===== config.mk =====
export PLATFORM = sky130hd
export DESIGN_NAME = mem_arbiter
export DESIGN_NICKNAME = d
export VERILOG_FILES = /design/src/rtl/mem_arbiter.sv
export SDC_FILE = /design/constraint.sdc
export NUM_CORES = 1
export LEC_CHECK = 0
export ABC_AREA = 0
export ABC_CLOCK_PERIOD_IN_PS = 3560
export BUFFER_PORTS_ARGS = -buffer_cell sky130_fd_sc_hd__buf_2
export CORE_AREA = 2 2 126 128
export CTS_CLUSTER_DIAMETER = 30
export DETAILED_ROUTE_END_ITERATION = 6
export DIE_AREA = 0 0 128 130
export GPL_ROUTABILITY_DRIVEN = 1
export PLACE_DENSITY = 0.62
export SYNTH_ARGS = -nofsm -noshare
export SYNTH_HDL_FRONTEND = slang
export SYNTH_SLANG_ARGS = --single-unit

===== constraint.sdc =====
create_clock -name CLOCK_50 -period 3.56 [get_ports CLOCK_50]
set_input_delay 0.178 -clock CLOCK_50 [delete_from_list [all_inputs] [get_ports CLOCK_50]]
set_output_delay 0.178 -clock CLOCK_50 [all_outputs]
set_load 0.02 [all_outputs]

===== src/rtl/mem_arbiter.sv =====
// mem_arbiter: three-port memory arbiter (VGA, IMEM, DMEM) onto one downstream
// request channel, with a single transaction outstanding at a time.
//
// Ports
//   CLOCK_50, RESET_N        clock; synchronous active-low reset
//   s_req/s_we [3]           per-port request and write flag (0 VGA, 1 IMEM, 2 DMEM)
//   s_addr/s_wdata/s_be      per-port request fields, port i at [i*W +: W]
//   s_gnt [3]                one-hot acceptance pulse (combinational on m_req && m_ready)
//   s_rvalid [3], s_rdata    registered one-hot read-return pulse and shared read data
//   m_req/m_we/m_addr/...    registered downstream request
//   m_ready                  downstream accepts the request when m_req && m_ready
//   m_rvalid, m_rdata        downstream read return (ignored outside WAIT_RD)
//
// Arbitration: VGA has priority unless it has already won STARVE_LIM selections
// in a row while a CPU port was waiting; IMEM and DMEM share round-robin.
module mem_arbiter #(
  parameter int unsigned AW         = 25,
  parameter int unsigned DW         = 32,
  parameter int unsigned STARVE_LIM = 4,
  localparam int unsigned BW        = DW / 8
) (
  input  logic              CLOCK_50,
  input  logic              RESET_N,
  input  logic [2:0]        s_req,
  input  logic [2:0]        s_we,
  input  logic [3*AW-1:0]   s_addr,
  input  logic [3*DW-1:0]   s_wdata,
  input  logic [3*BW-1:0]   s_be,
  output logic [2:0]        s_gnt,
  output logic [2:0]        s_rvalid,
  output logic [DW-1:0]     s_rdata,
  output logic              m_req,
  output logic              m_we,
  output logic [AW-1:0]     m_addr,
  output logic [DW-1:0]     m_wdata,
  output logic [BW-1:0]     m_be,
  input  logic              m_ready,
  input  logic              m_rvalid,
  input  logic [DW-1:0]     m_rdata
);

  localparam int unsigned CW = $clog2(STARVE_LIM + 2);

  typedef enum logic [1:0] {IDLE, ISSUE, WAIT_RD} state_t;

  state_t         state;
  logic [1:0]     owner;
  logic           last_dmem;   // round-robin pointer: 1 = DMEM was served last
  logic [CW-1:0]  starve_cnt;

  logic           cpu_req;
  logic           vga_ok;
  logic [1:0]     winner;

  // Winner selection, only consumed in IDLE with some request pending.
  always_comb begin
    cpu_req = s_req[1] | s_req[2];
    vga_ok  = s_req[0] && !(cpu_req && (starve_cnt == CW'(STARVE_LIM)));
    winner  = 2'd2;
    if (vga_ok)
      winner = 2'd0;
    else if (s_req[1] && s_req[2])
      winner = last_dmem ? 2'd1 : 2'd2;
    else if (s_req[1])
      winner = 2'd1;
  end

  always_comb begin
    s_gnt = '0;
    if (m_req && m_ready)
      s_gnt = 3'b001 << owner;
  end

  always_ff @(posedge CLOCK_50) begin
    if (!RESET_N) begin
      state      <= IDLE;
      owner      <= '0;
      last_dmem  <= 1'b1;
      starve_cnt <= '0;
      m_req      <= 1'b0;
      m_we       <= 1'b0;
      m_addr     <= '0;
      m_wdata    <= '0;
      m_be       <= '0;
      s_rvalid   <= '0;
      s_rdata    <= '0;
    end else begin
      s_rvalid <= '0;
      case (state)
        IDLE: begin
          if (|s_req) begin
            owner   <= winner;
            m_we    <= s_we[winner];
            m_addr  <= s_addr[winner*AW +: AW];
            m_wdata <= s_wdata[winner*DW +: DW];
            m_be    <= s_be[winner*BW +: BW];
            m_req   <= 1'b1;
            state   <= ISSUE;
            if (winner == 2'd0) begin
              // Only VGA wins taken at a waiting CPU's expense count toward starvation.
              if (cpu_req)
                starve_cnt <= starve_cnt + CW'(1);
            end else begin
              starve_cnt <= '0;
              last_dmem  <= (winner == 2'd2);
            end
          end
        end
        ISSUE: begin
          if (m_ready) begin
            m_req <= 1'b0;
            state <= m_we ? IDLE : WAIT_RD;
          end
        end
        WAIT_RD: begin
          if (m_rvalid) begin
            s_rdata  <= m_rdata;
            s_rvalid <= 3'b001 << owner;
            state    <= IDLE;
          end
        end
        default: state <= IDLE;
      endcase
    end
  end

endmodule


# Word-level counts from Yosys, hierarchy flattened
# Cells that the tools add are included.
# word_totals
regBits,106
input_bits,225
# op_classes
n_addsub,1
n_mul,1
magnitude_cmp,1
n_eq_ne,8
n_shift,4
mux,17
bitwise,2
n_reduce_logical,16
# ops
cell,count
96-bit by 8-bit indexed part select with 32-bit output,1
75-bit by 8-bit indexed part select with 25-bit output,1
2-bit 2-to-1 mux,8
3-bit AND reduction,5
12-bit by 5-bit indexed part select with 4-bit output,1
3-bit 2-to-1 mux,3
2-bit inequality test (second input constant),4
2-bit by 5-bit multiplier with 7-bit output (second input constant),1
2-bit case mux with 3 select lines,1
2-bit == test (second input constant),2
1-bit logical AND,4
2-bit logical NOT,2
2-bit AND reduction,2
3-bit by 1-bit adder with 3-bit output (second input constant),1
3-bit == test (second input constant),1
2-bit by 3-bit < comparator with 1-bit output (second input constant),1
1-bit 2-to-1 mux,3
3-bit OR reduction,1
1-bit by 2-bit left shift with 3-bit output (first input constant),1
1-bit binary-select mux with 2-bit select,1
2-bit by 1-bit == test with 1-bit output (second input constant),1
1-bit case mux with 2 select lines,1
2-bit nonzero test,1
1-bit logical NOT,1
2 further kinds,2

# Longest topological paths before layout
# Gate-level depths: netlist of the first run.
# logic_depth
word_depth,8
depth_mapped,8

# Least setup slack after synthesis of the first run
# Ideal clock, no wire load.
# synth_timing
path_type,register to register
startpoint,reg starve_cnt[0]
endpoint,reg m_wdata[21]
setup_ns,0.126
t_arrival_ns,1.602
slack_ns,1.832
stages_incl_launch_ff,9
n_path_buf,2
path_cell_list,dfxtp_1 -> inv_1 -> ha_1 -> a21boi_0 -> nand3b_1 -> buf_4 -> buf_2 -> mux2i_1 -> o221ai_2
# synth_via
elab_chain_len,6
# synth_lines
item,line_no,text
from (decl),49,logic [CW-1:0] starve_cnt;
from (signal assigned),102,starve_cnt <= starve_cnt + CW'(1);
3-bit == test,58,vga_ok = s_req[0] && !(cpu_req && (starve_cnt == CW'(STARVE_LIM)));
1-bit logical AND,58,
1-bit logical NOT,58,
1-bit logical AND,58,
2-bit 2-to-1 mux,60,if (vga_ok)
96-bit by 8-bit indexed part select with 32-bit output,95,m_wdata <= s_wdata[winner*DW +: DW];
to (signal assigned),95,
to (decl),35,"output logic [DW-1:0] m_wdata,"
# Every way passes these cells.
# A chain may end at the register's enable or synchronous reset.

# Worst setup path in the final report of the first run
# layout_timing
startpoint,reg starve_cnt[0]
endpoint,reg m_wdata[30]
# The elaborated chain is that of the path after synthesis.

==> run summary, run 1 <==
The highest clock rate came out at 0.4452 GHz. The count of port buffers added during placement is 325. The clock root buffer master is sky130_fd_sc_hd__clkbuf_16. The number of primary I/O pins came out at 326. The TritonCTS clock tree is yes. The share of flip-flops with an asynchronous set or reset came out at 0.

The worst setup path is of the reg -> reg kind. At the worst endpoint, the required time is 3.77 ns. The total global-route track usage is 0.1678. In the final layout, the share of cells above drive strength 1 is 0.4825.

The synthesized netlist occupies a cell area of 5111 sq um. Summed over all layers, the routed wires come to 14490 um. The time the worst path needs with I/O delays and setup came out at 2.246 ns. The clock arrives with 0.01137 ns of skew. The capturing element type of the critical path is a register. The final routed wire length divided by cell count is 13.81 um. The number of antenna violations at the first check in global routing is 0. Summed over all nets, the half-perimeter wirelength after detailed placement is 11060 um. The highest net fanout along the worst path is 34. Dividing the final minimum period by the clock period gives 0.6309.

The total iterations of the first detailed-routing run came out at 4. The run finished with clean final reports. The synthesized design contains 106 register bits.

Sorting the synthesized cells by area gives the leading types as sky130_fd_sc_hd__dfxtp_1, sky130_fd_sc_hd__o221ai_2, sky130_fd_sc_hd__mux2i_1. The initial utilization of the core area, before any placement, comes to 0.3314. The post-synthesis sequential area ratio came out at 0.4152. The first-pass GRT wire length came out at 22310 um. The number of routed nets with antenna violations came out at 0. The pin slew with the least headroom to its limit is 0.7676 ns.

The area growth from synthesis to layout is 39.83%. The average size of a mapped cell came out at 9.396 sq um. For this run, the leading register cell type out of synthesis is sky130_fd_sc_hd__dfxtp_1. The sequential cell area in the final layout came out at 2122 sq um.

The number of buffers added by the clock tree synthesis step is 9. The deepest clock path buffer count is 2. The via count normalized by instance count is 4.627. The total core area is 15420 sq um. The sink count of the clock tree is 106. The number of filler cells placed in the layout came out at 1563.

The class of the most critical hold timing path is in -> reg. The detailed router placed 4854 vias in this run. Yosys printed 0 warnings. The signal on the critical path passes through inv_1, ha_1, a21boi_0, a21oi_1, nand4_1, buf_4, o221ai_1. The post-CTS setup buffer count is 0. The final net count is 1078. The max-slew violation count came out at 0. Of the post-synthesis cell area, the dominant cell type holds 0.4152.

The hold violation total from the final report is 0. For the worst-skew pair, the clock arrives at the later sink with an insertion delay of 0.35 ns. The core utilization of the finished layout came out at 0.4633. The areal power density over the cells came out at 419.0 nW/um^2.

The maximum level of the CTS H-tree came out at 3. By count the netlist is led by sky130_fd_sc_hd__nand2_1, sky130_fd_sc_hd__dfxtp_1, sky130_fd_sc_hd__inv_1, sky130_fd_sc_hd__mux2i_1, sky130_fd_sc_hd__o221ai_2. The total chip power came out at 0.002994 W. The die is 130 um tall. The quantity of hold-fixing buffers added after cts is 0. The number of global-route vias before repair is 4550. The maximum vdd drop is 0.0001904 V. The critical path arrival is 2.45 ns. The distinct cell type count of the synthesized netlist came out at 37. The floorplan step defined a die boundary enclosing 16640 sq um. The initialized floorplan defines 46 standard-cell rows. The worst max-slew margin expressed relative to the limit is 0.4751. The minimum hold slack came out at 0.04309 ns. The worst setup slack before clock tree synthesis came out at 1.248 ns.

At the end of routability-driven placement, the weighted congestion stood at 0.7678. From left edge to right edge, the die measures 128 um. The biggest area contributor in the post-synthesis netlist is sky130_fd_sc_hd__dfxtp_1. In the post-synthesis netlist, the cell with the most instances is sky130_fd_sc_hd__nand2_1. Entering global routing, the biggest net connects 65 pins. The max capacitance violation total came out at 0. The number of DRC violations after detailed routing came out at 0. The number of DRC markers after the initial detailed-route iteration is 187. Setup repair after global routing left no endpoint under its margin. The net count after synthesis came out at 771.

The overall overflow remaining after global route is 0. The post-layout worst setup margin came out at 1.314 ns. The multi-input combinational cells in the finished layout cover a total of 2532 sq um. The final setup TNS is 0 ns. The synthesized instance count is 544. The slowest cell on the critical path is sky130_fd_sc_hd__buf_4. The number of resized instances in the post-cts repair step came out at 0.

The count of final setup violators is 0. The element type at the critical path start is a register. In this run, synthesis inferred 0 flip-flops with an integrated enable. The clock-pin transition on the worst setup and hold timing paths came out at 0.07 ns. The analysis attributes to cell leakage a power of 3.730 nW. For this run, the slowest stage of the critical path takes 0.56 ns.
==> report_power, final <==
| part | switching [W] | internal (W) |
|---|---|---|
| clock | 0.000456 | 0.000503 |
| sequential | 0.0000560 | 0.00128 |
| combinational | 0.000395 | 0.000300 |
==> state kept, by name (all words and copies together) (netlist names) <==
signal and cells:
m_wdata 32, s_rdata 32, m_addr 25, m_be 4, s_rvalid 3, starve_cnt 3
owner 2, state 2, last_dmem 1, m_req 1, m_we 1
==> routing by layer <==
metal  global-route usage  vias up  share of wire
met4              0.07822        0          0.027
met2               0.2881      181           0.49
met1               0.2076     2161           0.43
li1                     -     2486              -
met3              0.02665       26          0.054
met5                    0        -              0
==> worst max-delay path, delay by kind of cell (launching register included) <==
kind,cells,cell delay (ns)
buffers and inverters,2,0.63
AOI/OAI and AO/OA,3,0.49
and+or+nand+nor,1,0.43
DFF,1,0.33
adders and majority gates,1,0.20
==> cell families (layout without fill, tap and decap cells) <==
logic type / after synthesis / in the layout / share of synthesized area
simple gates: 161 / 161 / 0.1315
compound gates: 108 / 108 / 0.2291
flops: 106 / 106 / 0.4152
buf+inv: 102 / 414 / 0.09253
mux: 63 / 63 / 0.1234
fa+ha+maj: 2 / 2 / 0.004895
xor+xnor: 2 / 2 / 0.003428
other cells: 0 / 1 / 0
==> layout by cell type (no fill, tap or decap), types with 5 or more instances in the layout <==
master,Yosys,routed
sky130_fd_sc_hd__a21oi_1,37,37
sky130_fd_sc_hd__buf_2,15,325
sky130_fd_sc_hd__buf_4,2,5
sky130_fd_sc_hd__clkbuf_16,0,9
sky130_fd_sc_hd__dfxtp_1,106,106
sky130_fd_sc_hd__inv_1,65,65
sky130_fd_sc_hd__mux2i_1,63,63
sky130_fd_sc_hd__nand2_1,133,133
sky130_fd_sc_hd__nor2_1,8,8
sky130_fd_sc_hd__o221ai_2,60,60
==> metrics by stage <==
| stage | std cells | area, sq um |
|---|---|---|
| final | 1049 | 7147 |
| after global routing | 1048 | 7144 |
| after CTS | 1048 | 7144 |
| after detailed placement | 1032 | 6863 |
| after global placement | 1032 | 6863 |
| after floorplan | 544 | 5111 |
==> final timing paths <==
check,from,to,slack (ns),depth (start not counted)
setup reg to reg,starve_cnt[0]$_SDFFE_PN0P_,m_wdata[30]$_SDFFE_PN0P_,1.31,7
hold / removal,RESET_N,last_dmem$_SDFFE_PN1P_,0.04,2
hold reg to reg,s_rdata[31]$_SDFFE_PN0P_,s_rdata[31]$_SDFFE_PN0P_,0.45,2
setup / recovery,starve_cnt[0]$_SDFFE_PN0P_,m_wdata[30]$_SDFFE_PN0P_,1.31,7
==> layout make-up <==
cell class                 instances  area share
multi-input combinational        336      0.3543
sequential                       106      0.2969
timing repair buffer             333      0.2412
clock buffer                      12     0.03449
inverter                          65     0.03414
tap                              192     0.03361
clock inverter                     4    0.004902
antenna                            1   0.0003501
Note: power is estimated with default switching activity, not from simulation.
==> run 2, diff against run 1 <==
- ABC_CLOCK_PERIOD_IN_PS: 3560 -> 2300
- clock period: 3.56 -> 2.3 ns (I/O delays scaled with it)
==> run 2 against run 1 <==
Sequential share of layout area is 1.3 points lower. Power up 59%. Highest routed layer unchanged. Wire length is 6.0% higher. Critical path type unchanged. Cell count up 3.1%. Register-to-register slack lost 0.97 ns. Maximum frequency increased by 15%. Design area rose by 4.7%. Utilization increased by 2.2 points. Combinational power up 61%. Largest cell class unchanged. First-iteration DRC count fell by 14%. Die area unchanged. Clock-buffer cell count down 2.
==> run summary, run 2 (synthesis results as in run 1) <==
The layout cell share with drive strength beyond 1 came to 0.4702 (-0.01229). The number of primary I/O pins was 326 (unchanged). The routability congestion estimate came to 0.7800 (+1.6%). The highest net fanout along the worst path came to 51 (+50%). The number of global-route vias before repair is 4685 (+3.0%). The worst setup path is of the reg -> reg kind. The overall die area is 16640 sq um (unchanged).

The number of DRC markers after the initial detailed-route iteration was 161 (-14%). The first-pass GRT wire length was 23140 um (+3.7%). The post-layout instance count excluding filler cells is 1081 (+3.1%).

The slowest stage of the critical path is the sky130_fd_sc_hd__buf_12 cell. The overall overflow remaining after global route is 0 (unchanged). The maximum level of the CTS H-tree is 3 (unchanged).

The critical hold path startpoint is m_rdata[30]. The signal on the critical path passes through inv_1, ha_1, a21boi_0, nand3b_1, buf_12, mux2i_1, o221ai_2. Setup repair after global routing left no endpoint under its margin.

The number of DRC violations after detailed routing came out at 0 (unchanged). The depth of the worst register-to-register path came out at 7 (unchanged). The clock-pin transition on the worst setup and hold timing paths is 0.08 ns (about the same). The count of port buffers added during placement came out at 325 (unchanged). The run finished with clean final reports. The final setup skew is 0.01194 ns (+0.0005692 ns). The worst register-to-register path ends at m_addr[5]$_SDFFE_PN0P_. The via count normalized by instance count came out at 4.669 (+0.90%).

The required time at the endpoint of the critical path is 2.53 ns (-1.24 ns). The part of the power in registers came out at 0.436 (-0.012). The count of final setup violators came out at 0 (unchanged). The total iterations of the first detailed-routing run is 4 (unchanged). The design internal power is 0.003279 W (+57%).

TritonCTS built the clock tree. The longest individual stage delay on the worst path was 0.35 ns (-0.21 ns). The final wirelength is 15370 um (+6.0%). Leaving out fill and tap cells, the most frequent cells in the layout are sky130_fd_sc_hd__buf_2, sky130_fd_sc_hd__nand2_1, sky130_fd_sc_hd__dfxtp_1, sky130_fd_sc_hd__inv_1, sky130_fd_sc_hd__mux2i_1.

The max-slew violation count is 0 (unchanged). STA classifies the critical path startpoint as a register. The largest registers in the layout are m_wdata: 32 flops, s_rdata: 32 flops, m_addr: 25 flops. The height of the die came out at 130 um (unchanged). The highest clock rate was 0.5113 GHz (+15%). The total chip power came to 0.004753 W (+59%). The share of the clock period used by the worst path after layout was 0.8503 (+0.2194). For hold timing, the worst endpoint is s_rdata[30]$_SDFFE_PN0P_. The total core area came out at 15420 sq um (unchanged). The hold violation total from the final report is 0 (unchanged). The switching portion of total power came out at 0.3101 (+0.007129).

The detailed-route via count came to 5047 (+4.0%). The number of placement rows is 46 (unchanged). The max capacitance violation total came to 0 (unchanged). The worst-skew pair later-pin latency came out at 0.35 ns (about the same). The pin count of the biggest net entering global routing came out at 52 (-20%). The width of the die is 128 um (unchanged). The net switching power is 0.001474 W (+62%).

The part of the total power dissipated in the clock network is 0.328 (+0.008). The maximum vdd drop is 0.0003231 V (+70%). The final routed wire length divided by cell count came out at 14.21 um (+2.9%). The worst setup path is captured at a register. The minimum hold slack was 0.01170 ns (-0.03139 ns).

The worst path buffer plus inverter count is 2 (unchanged). The HPWL after detailed placement came to 10770 um (-2.6%). The deepest clock path buffer count was 2 (unchanged).

Leaving out fill and tap cells, the most frequent cell in the layout is sky130_fd_sc_hd__buf_2. In this run the clock root is driven by a sky130_fd_sc_hd__clkbuf_16. The number of buffers added by the clock tree synthesis step came out at 9 (unchanged).

The reg-to-reg startpoint is starve_cnt[0]$_SDFFE_PN0P_. The sink count of the clock tree is 106 (unchanged). The critical path arrival came out at 2.18 ns (-0.27 ns). The worst hold path depth came out at 3 (+1). The register-to-register setup slack came out at 0.34 ns (-0.97 ns). The final net count is 1111 (+3.1%). The pin slew with the least headroom to its limit was 0.7998 ns (+0.03220 ns).

The time the worst path needs with I/O delays and setup came out at 1.956 ns (-0.2903 ns). The total global-route track usage came to 0.1740 (+0.006179). The total inserted antenna cells is 0 (-1). The area growth from synthesis to layout came out at 46.46%. The areal power density over the cells came to 634.9 nW/um^2 (+52%). The cell family contributing the most delay on the critical path is buffers and inverters. The leakage power came to 3.885 nW (+4.2%). The final setup TNS came out at 0 ns (unchanged).

The combinational share of power is 0.236 (+0.004). The worst max-slew margin expressed relative to the limit came out at 0.4530 (-0.02202). The number of routed nets with antenna violations is 0 (unchanged).

The min-delay analysis places its worst path in the category in -> reg. The number of antenna violations at the first check in global routing was 0 (unchanged). The number of placed instances with taps included came out at 1035 (+0.29%). The number of resized instances in the post-cts repair step came out at 0 (unchanged).

The starting utilization of the core area is 0.3314 (unchanged).
-- run 2: cell types whose count changed in the layout (fill, tap and decap cells not counted) --
cell / delta
sky130_fd_sc_hd__clkinv_8: +1
sky130_fd_sc_hd__diode_2: -1
sky130_fd_sc_hd__clkinvlp_4: -1
sky130_fd_sc_hd__clkbuf_1: -2
sky130_fd_sc_hd__clkinv_4: +2
sky130_fd_sc_hd__buf_4: +3
sky130_fd_sc_hd__dlygate4sd3_1: +30
-- run 2: worst max-delay path by stage --
stage / startpoint / to / slack, ns / cells past startpoint
3_3_place_gp: starve_cnt[0]$_SDFFE_PN0P_ / m_wdata[10]$_SDFFE_PN0P_ / 0.40 / 7
5_1_grt: starve_cnt[0]$_SDFFE_PN0P_ / m_wdata[10]$_SDFFE_PN0P_ / 0.15 / 7
2_1_floorplan: starve_cnt[0]$_SDFFE_PN0P_ / m_wdata[21]$_SDFFE_PN0P_ / 0.57 / 8
6_report: starve_cnt[0]$_SDFFE_PN0P_ / m_addr[5]$_SDFFE_PN0P_ / 0.34 / 7
4_1_cts: starve_cnt[0]$_SDFFE_PN0P_ / m_wdata[10]$_SDFFE_PN0P_ / 0.34 / 7
3_5_place_dp: starve_cnt[0]$_SDFFE_PN0P_ / m_wdata[10]$_SDFFE_PN0P_ / 0.34 / 7
-- run 2: per-stage QoR --
step,area [sq um],worst slack [ns],util
6_report,7486,0.3443,0.4853
5_1_grt,7486,0.1495,0.4853
4_1_cts,7486,0.3368,0.4853
3_5_place_dp,6885,0.3428,0.4464
3_3_place_gp,6885,0.3993,0.4464
2_1_floorplan,5111,0.5719,-
-- run 2: tightest hold or removal path: cells and delay by family --
family | cells | cell delay (ns)
and+or+nand+nor | 1 | 0.04
AOI/OAI and AO/OA | 1 | 0.05
buffers and inverters | 1 | 0.10
-- run 2: layout make-up --
type / instances / area (sq um)
Fill cell: 1541 / 7939
Clock buffer: 10 / 239.0
Multi-Input combinational cell: 336 / 2532
Clock inverter: 6 / 61.31
Tap cell: 192 / 240.2
Sequential cell: 106 / 2122
Inverter: 65 / 244.0
Timing Repair Buffer: 366 / 2047
-- run 2: power by group through the flow --
| stage | clock network (W) | registers, W | logic [W] |
|---|---|---|---|
| final | 0.00156 | 0.00207 | 0.00112 |
| after CTS | 0.00161 | 0.00207 | 0.00114 |
| after global routing | 0.00168 | 0.00209 | 0.00122 |
| after detailed placement | 0 | 0.00211 | 0.00109 |
| after global placement | 0 | 0.00212 | 0.00109 |
| after floorplan | 0 | 0.00228 | 0.000495 |
-- run 2: metal layers --
layer / global-route usage / wire length (um) / vias to the layer above
li1: - / - / 2552
met1: 0.2156 / 6565 / 2283
met2: 0.3001 / 7540 / 187
met3: 0.03321 / 872 / 25
met4: 0.06852 / 388 / 0
met5: 0 / 0 / -
-- run 2: what timing repair did --
| action | CTS | global route |
|---|---|---|
| hold endpoints to repair | 30 | 0 |
| hold buffers | 30 | 0 |
| buffers inserted | 0 | 0 |
==> run 3, diff against run 2 <==
- ABC_CLOCK_PERIOD_IN_PS: 2300 -> 2500
- CELL_PAD_IN_SITES_DETAIL_PLACEMENT: default -> 1
- CELL_PAD_IN_SITES_GLOBAL_PLACEMENT: default -> 2
- CORE_AREA: 2 2 126 128 -> default
- CORE_ASPECT_RATIO: default -> 0.8
- CORE_UTILIZATION: default -> 25
- DIE_AREA: 0 0 128 130 -> default
- PLACE_DENSITY: 0.62 -> 0.82
- clock period: 2.3 -> 2.5 ns (I/O delays scaled with it)
==> run 3 against run 2 <==
Via count rose by 0.53%. Critical path type unchanged. Clock power is 12% lower. Wire length grew 16%. Flip-flop and latch count unchanged. Design area up 0.47%.
==> run summary, run 3 (synthesis results as in run 1) <==
The cell area after placement came to 7010 sq um (+1.8%). The height of the die is 129.9 um (about the same). The combinational share of power is 0.242 (+0.006).

The routability congestion estimate was 0.7487 (-4.0%). STA classifies the critical path endpoint as a register. The overall overflow remaining after global route is 0 (unchanged). The total inserted antenna cells is 0 (unchanged). The post-CTS setup buffer count came out at 0 (unchanged).

The number of global-route vias before repair came out at 5311 (+13%). The count of port buffers added during placement is 325 (unchanged). The wire length on met2 came out at 8818 um (+17%). The part of the total power dissipated in the clock network is 0.319 (-0.009). The starting utilization of the core area is 0.2567 (-0.07470). The critical path is of the reg -> reg type. The worst register-to-register path ends at m_wdata[28]$_SDFFE_PN0P_. In this run the critical register-to-register path is launched from starve_cnt[0]$_SDFFE_PN0P_. The depth of the worst register-to-register path is 7 (unchanged).

The highest net fanout along the worst path came out at 21 (-59%). The leakage power came out at 3.864 nW (-0.53%). The area growth from synthesis to layout is 47.15%.

The final wirelength is 17780 um (+16%). The worst path buffer plus inverter count is 2 (unchanged). The via count normalized by instance count came to 4.416 (-5.4%).

The final setup skew is 0.009546 ns (-0.002397 ns). Walking the worst path, the cells encountered are inv_1, ha_1, a21boi_0, a21oi_1, a211o_4, buf_4, o221ai_2. The number of DRC markers after the initial detailed-route iteration came out at 244 (+52%). The number of buffers added by the clock tree synthesis step came out at 9 (unchanged).

The final net count came out at 1107 (-0.36%). The switching portion of total power is 0.3097 (-0.0004548). The number of primary I/O pins was 326 (unchanged). The count of final setup violators came out at 0 (unchanged). The flow ran to the end, and the final reports show no timing, DRC or antenna violations. The maximum vdd drop came out at 0.0002876 V (-11%). The total iterations of the first detailed-routing run was 4 (unchanged). The register-to-register setup slack is 0.50 ns (+0.15 ns). The endpoint of the worst hold-timing path is s_rdata[23]$_SDFFE_PN0P_. The worst max-slew margin expressed relative to the limit came out at 0.6665 (+0.2134).

The first-pass GRT wire length came out at 27480 um (+19%). The width of the die came out at 161.9 um (+26%). The pin count of the biggest net entering global routing was 49 (-5.8%). The overall die area is 21020 sq um (+26%). The critical path arrival came out at 2.28 ns (+0.10 ns). The routed length on met3 is 1085 um (+24%). The number of antenna violations at the first check in global routing is 0 (unchanged). The sink count of the clock tree is 106 (unchanged). The longest individual stage delay on the worst path is 0.51 ns (+0.16 ns). The topmost layer with routed signal wires is met4. The worst hold path depth is 3 (unchanged). The deepest clock path buffer count came to 2 (unchanged).

The areal power density over the cells is 577.5 nW/um^2 (-9.0%). The number of placement rows came out at 46 (unchanged). The hold violation total from the final report came out at 0 (unchanged). The final setup TNS was 0 ns (unchanged). The quantity of hold-fixing buffers added after cts came out at 22 (-27%).

In the layout the commonest cells are sky130_fd_sc_hd__buf_2, sky130_fd_sc_hd__nand2_1, sky130_fd_sc_hd__dfxtp_1, sky130_fd_sc_hd__inv_1, sky130_fd_sc_hd__mux2i_1. The share of the clock period used by the worst path after layout came out at 0.8011 (-0.04927). The wire length the detailed router placed on met1 came out at 7613 um (+16%). The max-slew violation count is 0 (unchanged). The final design instance area without fill came out at 7521 sq um (+0.47%). The time the worst path needs with I/O delays and setup is 2.003 ns (+0.04690 ns). The net switching power came out at 0.001345 W (-8.8%). TritonCTS built the clock tree. The critical hold path startpoint is m_rdata[23].

The required time at the endpoint of the critical path is 2.77 ns (+0.24 ns). The number of filler cells placed in the layout came out at 2474 (+61%). The max capacitance violation total is 0 (unchanged). The part of the power in registers came out at 0.440 (+0.004). The maximum level of the CTS H-tree is 3 (unchanged).

The family with the most delay on the worst path is compound AO/OA/AOI/OAI gates. The number of routed nets with antenna violations came out at 0 (unchanged). Leaving out fill and tap cells, the most frequent cell in the layout is sky130_fd_sc_hd__buf_2. The design internal power came out at 0.002998 W (-8.6%). The layout cell share with drive strength beyond 1 is 0.4746 (+0.004385). The final routed wire length divided by cell count came to 15.48 um (+8.9%). The class of the most critical hold timing path is in -> reg. The clock-pin transition on the worst setup and hold timing paths is 0.08 ns (about the same). The most critical setup path has its startpoint at starve_cnt[0]$_SDFFE_PN0P_. The HPWL after detailed placement is 13380 um (+24%). The total core area came out at 19910 sq um (+29%). The number of resized instances in the post-cts repair step came out at 0 (unchanged). The detailed-route via count is 5074 (+0.53%). The largest individual stage delay along the critical path comes from the cell sky130_fd_sc_hd__a211o_4. The worst setup path is launched from a register. The highest clock rate is 0.4993 GHz (-2.3%). The total global-route track usage came out at 0.1654 (-0.008541).

The number of DRC violations after detailed routing is 0 (unchanged). The pin slew with the least headroom to its limit is 0.4877 ns (-0.3121 ns). In the final layout, the registers with the most flip-flops are m_wdata: 32 flops, s_rdata: 32 flops, m_addr: 25 flops. Setup repair after global routing left no endpoint under its margin. The clock root buffer master is sky130_fd_sc_hd__clkbuf_16. The worst-skew pair later-pin latency is 0.35 ns (about the same).
## run 3: worst max path at each step
stage | endpoint | slack, ns | cells past startpoint
after floorplan | m_wdata[21]$_SDFFE_PN0P_ | 0.77 | 8
after global placement | m_addr[2]$_SDFFE_PN0P_ | 0.56 | 7
after detailed placement | m_wdata[20]$_SDFFE_PN0P_ | 0.48 | 7
after CTS | m_wdata[28]$_SDFFE_PN0P_ | 0.46 | 7
after global routing | m_addr[2]$_SDFFE_PN0P_ | 0.28 | 7
final | m_wdata[28]$_SDFFE_PN0P_ | 0.50 | 7
## run 3: power by group through the flow
stage | Sequential, W | Combinational, W | Clock (W)
after floorplan | 0.00210 | 0.000456 | 0
after global placement | 0.00195 | 0.00103 | 0
after detailed placement | 0.00195 | 0.00104 | 0
after CTS | 0.00191 | 0.00107 | 0.00145
after global routing | 0.00193 | 0.00114 | 0.00152
final | 0.00191 | 0.00105 | 0.00138
## run 3: final cells by class
class | count | area [sq um] | share of cell area
multi-input cells | 336 | 2532 | 0.3367
clock buffers | 11 | 242.7 | 0.03227
clock inverters | 5 | 37.54 | 0.004991
well taps | 264 | 330.3 | 0.04392
repair buffers | 362 | 2012 | 0.2675
flip-flops and latches | 106 | 2122 | 0.2822
inverters | 65 | 244.0 | 0.03244
## run 3: layer usage
| metal | up-vias | GRT usage |
|---|---|---|
| met5 | - | 0 |
| met4 | 0 | 0.04717 |
| met3 | 18 | 0.03910 |
| met2 | 167 | 0.2984 |
| met1 | 2338 | 0.1958 |
| li1 | 2551 | - |
## run 3: through the flow
stage	instances	util	hold slack, ns	setup slack [ns]	power (W)
floorplan	544	-	0.1869	0.7719	0.002556
global placement	1110	0.3520	0.3516	0.5619	0.002975
detailed placement	1110	0.3520	0.3674	0.4795	0.002988
CTS	1148	0.3772	0.0003479	0.4581	0.004429
global route	1149	0.3777	0.01493	0.2818	0.004592
finish	1149	0.3777	0.01806	0.4974	0.004343
## run 3: worst min-delay path: cells and delay by family
kind | cells | cell delay (ns)
AOI/OAI and AO/OA | 1 | 0.05
and+or+nand+nor | 1 | 0.05
buffers and inverters | 1 | 0.10
